<file path="config.mk">
export PLATFORM = sky130hd
export DESIGN_NAME = data_mem_arbiter
export DESIGN_NICKNAME = d
export VERILOG_FILES = /design/src/rtl/data_mem_arbiter.sv
export SDC_FILE = /design/constraint.sdc
export NUM_CORES = 1
export LEC_CHECK = 0
export ABC_AREA = 0
export BUFFER_PORTS_ARGS = -buffer_cell sky130_fd_sc_hd__buf_2
export CORE_AREA = 10 10 162 164
export CTS_CLUSTER_SIZE = 28
export DETAILED_ROUTE_END_ITERATION = 10
export DIE_AREA = 0 0 172 174
export GPL_ROUTABILITY_DRIVEN = 0
export PLACE_DENSITY_LB_ADDON = 0.05
export SKIP_CTS_REPAIR_TIMING = 1
export SLEW_MARGIN = 25
export SYNTH_ARGS = -nofsm -noshare
export SYNTH_HDL_FRONTEND = slang
export SYNTH_SLANG_ARGS = --single-unit
</file>
<file path="constraint.sdc">
create_clock -name clk -period 2.2 [get_ports clk]
set_input_delay 0.22 -clock clk [delete_from_list [all_inputs] [get_ports clk]]
set_output_delay 0.22 -clock clk [all_outputs]
set_load 0.05 [all_outputs]
</file>
<file path="src/rtl/data_mem_arbiter.sv">
// Two-requester round-robin arbiter in front of a single-ported data memory.
// Each request is held in a register until the memory completes it or the wait counter expires.
module data_mem_arbiter #(
  parameter int unsigned ADDR_W  = 32,
  parameter int unsigned DATA_W  = 32,
  parameter int unsigned TIMEOUT = 255
) (
  input  logic              clk,
  input  logic              rst,
  input  logic              core_req,
  input  logic              core_we,
  input  logic [ADDR_W-1:0] core_addr,
  input  logic [DATA_W-1:0] core_wdata,
  output logic [DATA_W-1:0] core_rdata,
  output logic              core_ack,
  output logic              core_stall,
  input  logic              aux_req,
  input  logic              aux_we,
  input  logic [ADDR_W-1:0] aux_addr,
  input  logic [DATA_W-1:0] aux_wdata,
  output logic [DATA_W-1:0] aux_rdata,
  output logic              aux_ack,
  output logic              mem_en,
  output logic              mem_we,
  output logic [ADDR_W-1:0] mem_addr,
  output logic [DATA_W-1:0] mem_wdata,
  input  logic [DATA_W-1:0] mem_rdata,
  input  logic              mem_valid,
  output logic              err
);

  localparam int unsigned CNT_W = 8;
  localparam logic        GNT_CORE = 1'b0;
  localparam logic        GNT_AUX  = 1'b1;

  typedef enum logic [1:0] {S_IDLE, S_BUSY, S_RESP} state_t;

  state_t              r_state;
  logic                r_last_grant;
  logic                r_gnt;
  logic                r_we;
  logic [ADDR_W-1:0]   r_addr;
  logic [DATA_W-1:0]   r_wdata;
  logic [CNT_W-1:0]    r_cnt;
  logic [DATA_W-1:0]   r_core_rdata;
  logic [DATA_W-1:0]   r_aux_rdata;
  logic                r_core_ack;
  logic                r_aux_ack;
  logic                r_mem_en;
  logic                r_mem_we;
  logic                r_err;

  logic                w_gnt;
  logic                w_timeout;

  // Round-robin pick: on a tie the requester that did not win last time gets the grant.
  always_comb begin
    w_gnt = GNT_CORE;
    if (core_req && aux_req) begin
      w_gnt = ~r_last_grant;
    end else if (aux_req) begin
      w_gnt = GNT_AUX;
    end
  end

  // The wait counter expires on the BUSY cycle that would bring it up to TIMEOUT.
  assign w_timeout = ((r_cnt + CNT_W'(1)) == CNT_W'(TIMEOUT));

  always_ff @(posedge clk) begin
    if (rst) begin
      r_state      <= S_IDLE;
      r_last_grant <= GNT_AUX;
      r_gnt        <= GNT_CORE;
      r_we         <= 1'b0;
      r_addr       <= '0;
      r_wdata      <= '0;
      r_cnt        <= '0;
      r_core_rdata <= '0;
      r_aux_rdata  <= '0;
      r_core_ack   <= 1'b0;
      r_aux_ack    <= 1'b0;
      r_mem_en     <= 1'b0;
      r_mem_we     <= 1'b0;
      r_err        <= 1'b0;
    end else begin
      r_core_ack <= 1'b0;
      r_aux_ack  <= 1'b0;
      case (r_state)
        S_IDLE: begin
          if (core_req || aux_req) begin
            r_gnt        <= w_gnt;
            r_last_grant <= w_gnt;
            r_we         <= (w_gnt == GNT_AUX) ? aux_we    : core_we;
            r_addr       <= (w_gnt == GNT_AUX) ? aux_addr  : core_addr;
            r_wdata      <= (w_gnt == GNT_AUX) ? aux_wdata : core_wdata;
            r_mem_we     <= (w_gnt == GNT_AUX) ? aux_we    : core_we;
            r_mem_en     <= 1'b1;
            r_cnt        <= '0;
            r_state      <= S_BUSY;
          end
        end
        S_BUSY: begin
          if (mem_valid || w_timeout) begin
            // A memory completion on the expiry cycle takes priority over the timeout.
            if (!r_we) begin
              if (r_gnt == GNT_AUX) begin
                r_aux_rdata <= mem_valid ? mem_rdata : '0;
              end else begin
                r_core_rdata <= mem_valid ? mem_rdata : '0;
              end
            end
            if (!mem_valid) begin
              r_err <= 1'b1;
            end
            r_core_ack <= (r_gnt == GNT_CORE);
            r_aux_ack  <= (r_gnt == GNT_AUX);
            r_mem_en   <= 1'b0;
            r_mem_we   <= 1'b0;
            r_state    <= S_RESP;
          end else begin
            r_cnt <= r_cnt + CNT_W'(1);
          end
        end
        S_RESP: begin
          r_state <= S_IDLE;
        end
        default: begin
          r_state  <= S_IDLE;
          r_mem_en <= 1'b0;
          r_mem_we <= 1'b0;
        end
      endcase
    end
  end

  assign core_rdata = r_core_rdata;
  assign aux_rdata  = r_aux_rdata;
  assign core_ack   = r_core_ack;
  assign aux_ack    = r_aux_ack;
  assign mem_en     = r_mem_en;
  assign mem_we     = r_mem_we;
  assign mem_addr   = r_addr;
  assign mem_wdata  = r_wdata;
  assign err        = r_err;
  assign core_stall = core_req & ~r_core_ack;

endmodule
</file>
# --- Yosys cells after proc, flatten, opt, wreduce, memory -nomap -nowiden ---
# Cells that the tools add are included.
totals:
  ff_bits: 146
  out_inout_bits: 134
  elab_cells: 60
classes:
  addsub: 1
  n_eq_ne: 6
  mux: 17
  bitwise: 9
  reduce_logical: 13
ops:
  columns: ["cell", "count"]
  rows:
  - ["two-way mux 32 bit", 3]
  - ["two-way mux 8 bit", 2]
  - ["case mux 8 bit (2 select lines)", 1]
  - ["AND reduction 3 bit", 3]
  - ["adder 8 x 1 -> 8 bit (second input constant)", 1]
  - ["== test 8 bit (second input constant)", 1]
  - ["NOT 1 bit", 8]
  - ["AND reduction 4 bit", 2]
  - ["two-way mux 1 bit", 6]
  - ["inequality test 2 bit (second input constant)", 3]
  - ["case mux 1 bit (3 select lines)", 2]
  - ["two-way mux 2 bit", 2]
  - ["case mux 2 bit (2 select lines)", 1]
  - ["AND reduction 2 bit", 2]
  - ["OR reduction 3 bit", 1]
  - ["== test 2 x 1 -> 1 bit (second input constant)", 1]
  - ["== test 2 bit (second input constant)", 1]
  - ["logical NOT 2 bit", 1]
  - ["logical OR 1 bit", 2]
  - ["nonzero test 2 bit", 1]
  - ["bitwise AND 1 bit", 1]
  - ["logical AND 1 bit", 1]

# --- Depth between registers and ports, before layout ---
logic_depth:
  ltp_word: 5
  depth_mapped: 10

# --- Least setup slack after synthesis ---
# Ideal clock, no wire load.
synth_timing:
  kind: "flip-flop to flip-flop"
  startpoint: "register r_cnt[1]"
  endpoint: "register r_core_rdata[13], in the netlist core_rdata[13]"
  arrival_ps: 1948
  required_time_ps: 2058
  slack_ps: 110
  path_stages_with_launch: 10
  path_buffers: 3
  synth_period_minus_slack_ps: 2090
  cell_sequence: "dfxtp_1 ha_1 and3_1 mux2_2 a221o_1 buf_6 nand2b_4 buf_6 buf_4 a311oi_1"
synth_via:
  elab_chain_cells: 4
synth_lines:
  columns: ["item", "line", "text"]
  rows:
  - ["from (decl)", "44", "logic [CNT_W-1:0] r_cnt;"]
  - ["from (signal assigned)", "121", "r_cnt <= r_cnt + CNT_W'(1);"]
  - ["adder 8 x 1 -> 8 bit", "67", "assign w_timeout = ((r_cnt + CNT_W'(1)) == CNT_W'(TIMEOUT));"]
  - ["== test 8 bit", "67", null]
  - ["logical OR 1 bit", "103", "if (mem_valid || w_timeout) begin"]
  - ["AND reduction 4 bit (no line)", null, null]
  - ["to (signal assigned)", "109", "r_core_rdata <= mem_valid ? mem_rdata : '0;"]
  - ["to (decl)", "45", "logic [DATA_W-1:0] r_core_rdata;"]
# No other way between the ends.
# A chain may end at the register's enable or synchronous reset.

# --- Final worst setup path ---
layout_timing:
  startpoint: "register r_cnt[0]"
  endpoint: "register r_cnt[3]"
layout_via:
  elab_chain_cells: 5
layout_lines:
  columns: ["item", "line"]
  rows:
  - ["adder 8 x 1 -> 8 bit *", "67, 121"]
  - ["== test 8 bit", "67"]
  - ["logical OR 1 bit", "103"]
  - ["inequality test 2 bit (no line)", null]
  - ["AND reduction 3 bit (no line)", null]
# Every way passes the cells marked *; elsewhere a longest branch is shown, timed or not. The select of a mux whose other input is x is not followed.

==> results.md <==
- Synth Register Bits: 146
- Nets@finish: between 1000 and 1500
- Hpwl dp: 17700 µm
- Syn_nets: approximately 860
- Num CTS Buffers: 17
- Clock skew: approximately 0.0092 ns
- DRT antenna net count: 0
- DRC errors left: 0
- Reg-to-Reg End: r_cnt[3]$_SDFFE_PP0P_
- FP Rows: between 50 and 60
- Initial antenna violation count: 2
- CTS tree: done
- Most frequent cells in the layout: buf_2 (299), dfxtp_1 (144), nor2_1 (77)
- Fin crit share: 0.943
- Max FO, Critical Path: 5
- Area leader, netlist: dfxtp_1
- Die area: 29900 µm²
- Vias post-DR: 6142
- Pre-antenna DRT Iters: 4
- Largest net degree at the start of global routing: 75
- # Max-Cap Violations: 0
- WHS Endpoint: core_rdata[17]$_SDFFE_PP0P_
- First-pass GRT wire length: approximately 37000 µm
- Worst hold path type: input pin to register
- Syn_area_per_cell: 9.17 µm²
- Number of global-route vias before repair: just over 6000
- Min Tclk post-route: 2.08 ns
- Power per cell area: between 800 and 900 nW/µm²
- Drt via density: approximately 4.8
- CP arrival: 2.39 ns
- Worst Path Buf+Inv: 1
- Final Core Density: 0.385
- Post-Syn Instances: 687
- Top-level port count: 301
- Required @ worst endpoint: 2.51 ns
- Type of origin of the critical path: register
- Grt ovf: 0
- Total Wirelength: around 24000 µm
- Final setup violating endpoints: 0
- Hold violation count in the final report: 0
- Reg-to-Reg Start: r_cnt[0]$_SDFFE_PP0P_
- Clk Latency, worst-skew pair: 0.42 ns
- Reg2Reg Depth: 7
- Critical Path Sink Type: register
- Setup crit start: r_cnt[0]$_SDFFE_PP0P_
- H-tree depth: 4
- Setup TNS Final: 0 ns
- CP Cell Sequence: ha_2, and3_1, mux2_2, a221o_2, buf_4, a31oi_1, a21bo_2
- Top post-synthesis cells by area: dfxtp_1 (46%), mux2i_1 (10%), a311oi_1 (8.9%)
- Clock Tree Root: clkbuf_16
- PnR worst setup slack: 0.125 ns
- Worst path slowest cell: a221o_2
- Core ar.: 23100 µm²
- Initial core utilization: 0.273
- Final Max Slew Viols: 0
- Yosys warnings: 0
- Share of layout cells above drive strength 1: 0.388
- CTS max path bufs: 2
- DR iter-0 viols: 421
- Sequential area share after synthesis: 0.464
- CP delay by family, top: compound AO/OA/AOI/OAI gates
- Chip width: 172 µm
- Synth unique cells: 44
- Leak: 3.86 nW
- Hold path startpoint: mem_rdata[17]
- Met3 usage: 0.0763
- Crit path kind: register to register
- Hold Crit Depth: 3
- GRT Total Usage: 0.154
- Synth top area share: 0.464
- Critical path's largest stage delay: around 0.37 ns
- Wire per inst: 18.5 µm
- RSZ-0062 raised after global routing: false
- Post-Syn Area: 6300 µm²
- Setup slack at placement: between 0.1 and 0.15 ns
- Commonest non-fill, non-tap cell in the layout: buf_2
- # port buffers: 300
- GR met2 Demand/Resource: 0.229
- Fmax: 482 MHz
- Status: complete, no violations
- Clock-pin transition on the worst setup and hold timing paths: 0.07 ns
- Met1 usage: 0.192
- Pin slew with the least headroom to its limit: around 0.6 ns
- Reg2reg setup slack: around 0.12 ns
- Die height: 174 µm
- Most Crowded Layer GR: met2
- TritonCTS Sinks: around 150
- Area delta synth->final: 41.2%
- Worst vdd ir: 0.415 mV
- Slew margin rel.: 0.593
final cells by class:
cell class | count | area [µm²]
fillers | 2395 | 14200
multi-input cells | 473 | 3100
flip-flops and latches | 146 | 2930
repair buffers | 335 | 1880
clock buffers | 19 | 443
well taps | 290 | 363
clock inverters | 13 | 174
inverters | 2 | 7.51
diodes | 2 | 5.00
worst register-to-register path, cell delays in order (launching register included):
cell	delay, ns
dfxtp_2	0.34
ha_2	0.17
and3_1	0.18
mux2_2	0.35
a221o_2	0.37
buf_4	0.18
a31oi_1	0.15
a21bo_2	0.23
per-stage QoR:
stage                     std cells  hold WS (ns)  total power, mW  cell area [µm²]
after global placement         1246         0.455             4.76             8270
after global routing           1280        0.0806             8.10             8890
after detailed placement       1246         0.467             4.75             8270
after CTS                      1278        0.0652             7.86             8880
final                          1280        0.0901             7.73             8890
after floorplan                 687         0.380             4.14             6300
cells in the mapped netlist (all sizes together):
| cell | instances |
|---|---|
| a31oi | 3 |
| and2 | 3 |
| a221oi | 1 |
| nor2b | 2 |
| ha | 2 |
| nand2 | 68 |
| or3 | 4 |
| or4 | 1 |
| nand3 | 6 |
| dfxtp | 146 |
| nor3 | 5 |
| nand3b | 1 |
| nand4 | 1 |
| nor2 | 77 |
| buf | 31 |
| a211oi | 66 |
| nand4b | 1 |
| a21boi | 3 |
| or2 | 1 |
| o211ai | 4 |
| inv | 2 |
| o21a | 1 |
| a21bo | 3 |
| mux2 | 1 |
| a221o | 1 |
| a211o | 1 |
| a311oi | 64 |
| a21oi | 70 |
| o21ai | 4 |
| clkbuf | 35 |
| mux2i | 66 |
| o32ai | 1 |
| and3b | 1 |
| nand2b | 4 |
| nor3b | 2 |
| and3 | 5 |
sequential cells by signal, indices dropped and copies added, names as in the netlist, 2 cells and up:
| signal | count |
|---|---|
| aux_rdata | 32 |
| core_rdata | 32 |
| mem_addr | 32 |
| mem_wdata | 32 |
| r_cnt | 8 |
| r_state | 2 |
cells by family (layout without fill, tap and decap cells):
family          after synthesis  after routing  share of synthesized area
flops                       146            146                      0.464
mux                          67             67                      0.107
simple gates                182            182                      0.126
buf+inv                      68            369                     0.0500
other cells                   0              2                          0
fa+ha+maj                     2              2                    0.00397
compound gates              222            222                      0.249
per-layer routing:
metal / up-vias / wire length [µm] / part of all wire
li1: 3145 / - / -
met1: 2742 / 10600 / 0.45
met2: 240 / 10200 / 0.43
met3: 15 / 2600 / 0.11
met4: 0 / 241 / 0.010
met5: - / 0 / 0
report_power, final:
| group | switching, mW | leakage, nW | internal [mW] | total [mW] |
|---|---|---|---|---|
| clock network | 1.23 | 0.303 | 1.84 | 3.07 |
| registers | 0.0999 | 1.20 | 2.83 | 2.93 |
| logic | 1.22 | 2.36 | 0.516 | 1.73 |
how the worst max path moves through the flow:
stage | slack (ns) | endpoint | cells past startpoint
5_1_grt | 0.02 | r_cnt[7]$_SDFFE_PP0P_ | 7
6_report | 0.12 | r_cnt[3]$_SDFFE_PP0P_ | 7
2_1_floorplan | 0.11 | core_rdata[13]$_SDFFE_PP0P_ | 9
3_5_place_dp | 0.11 | core_rdata[29]$_SDFFE_PP0P_ | 7
3_3_place_gp | 0.10 | r_cnt[6]$_SDFFE_PP0P_ | 7
4_1_cts | 0.09 | r_cnt[3]$_SDFFE_PP0P_ | 7
(Power assumes the default switching activity.)
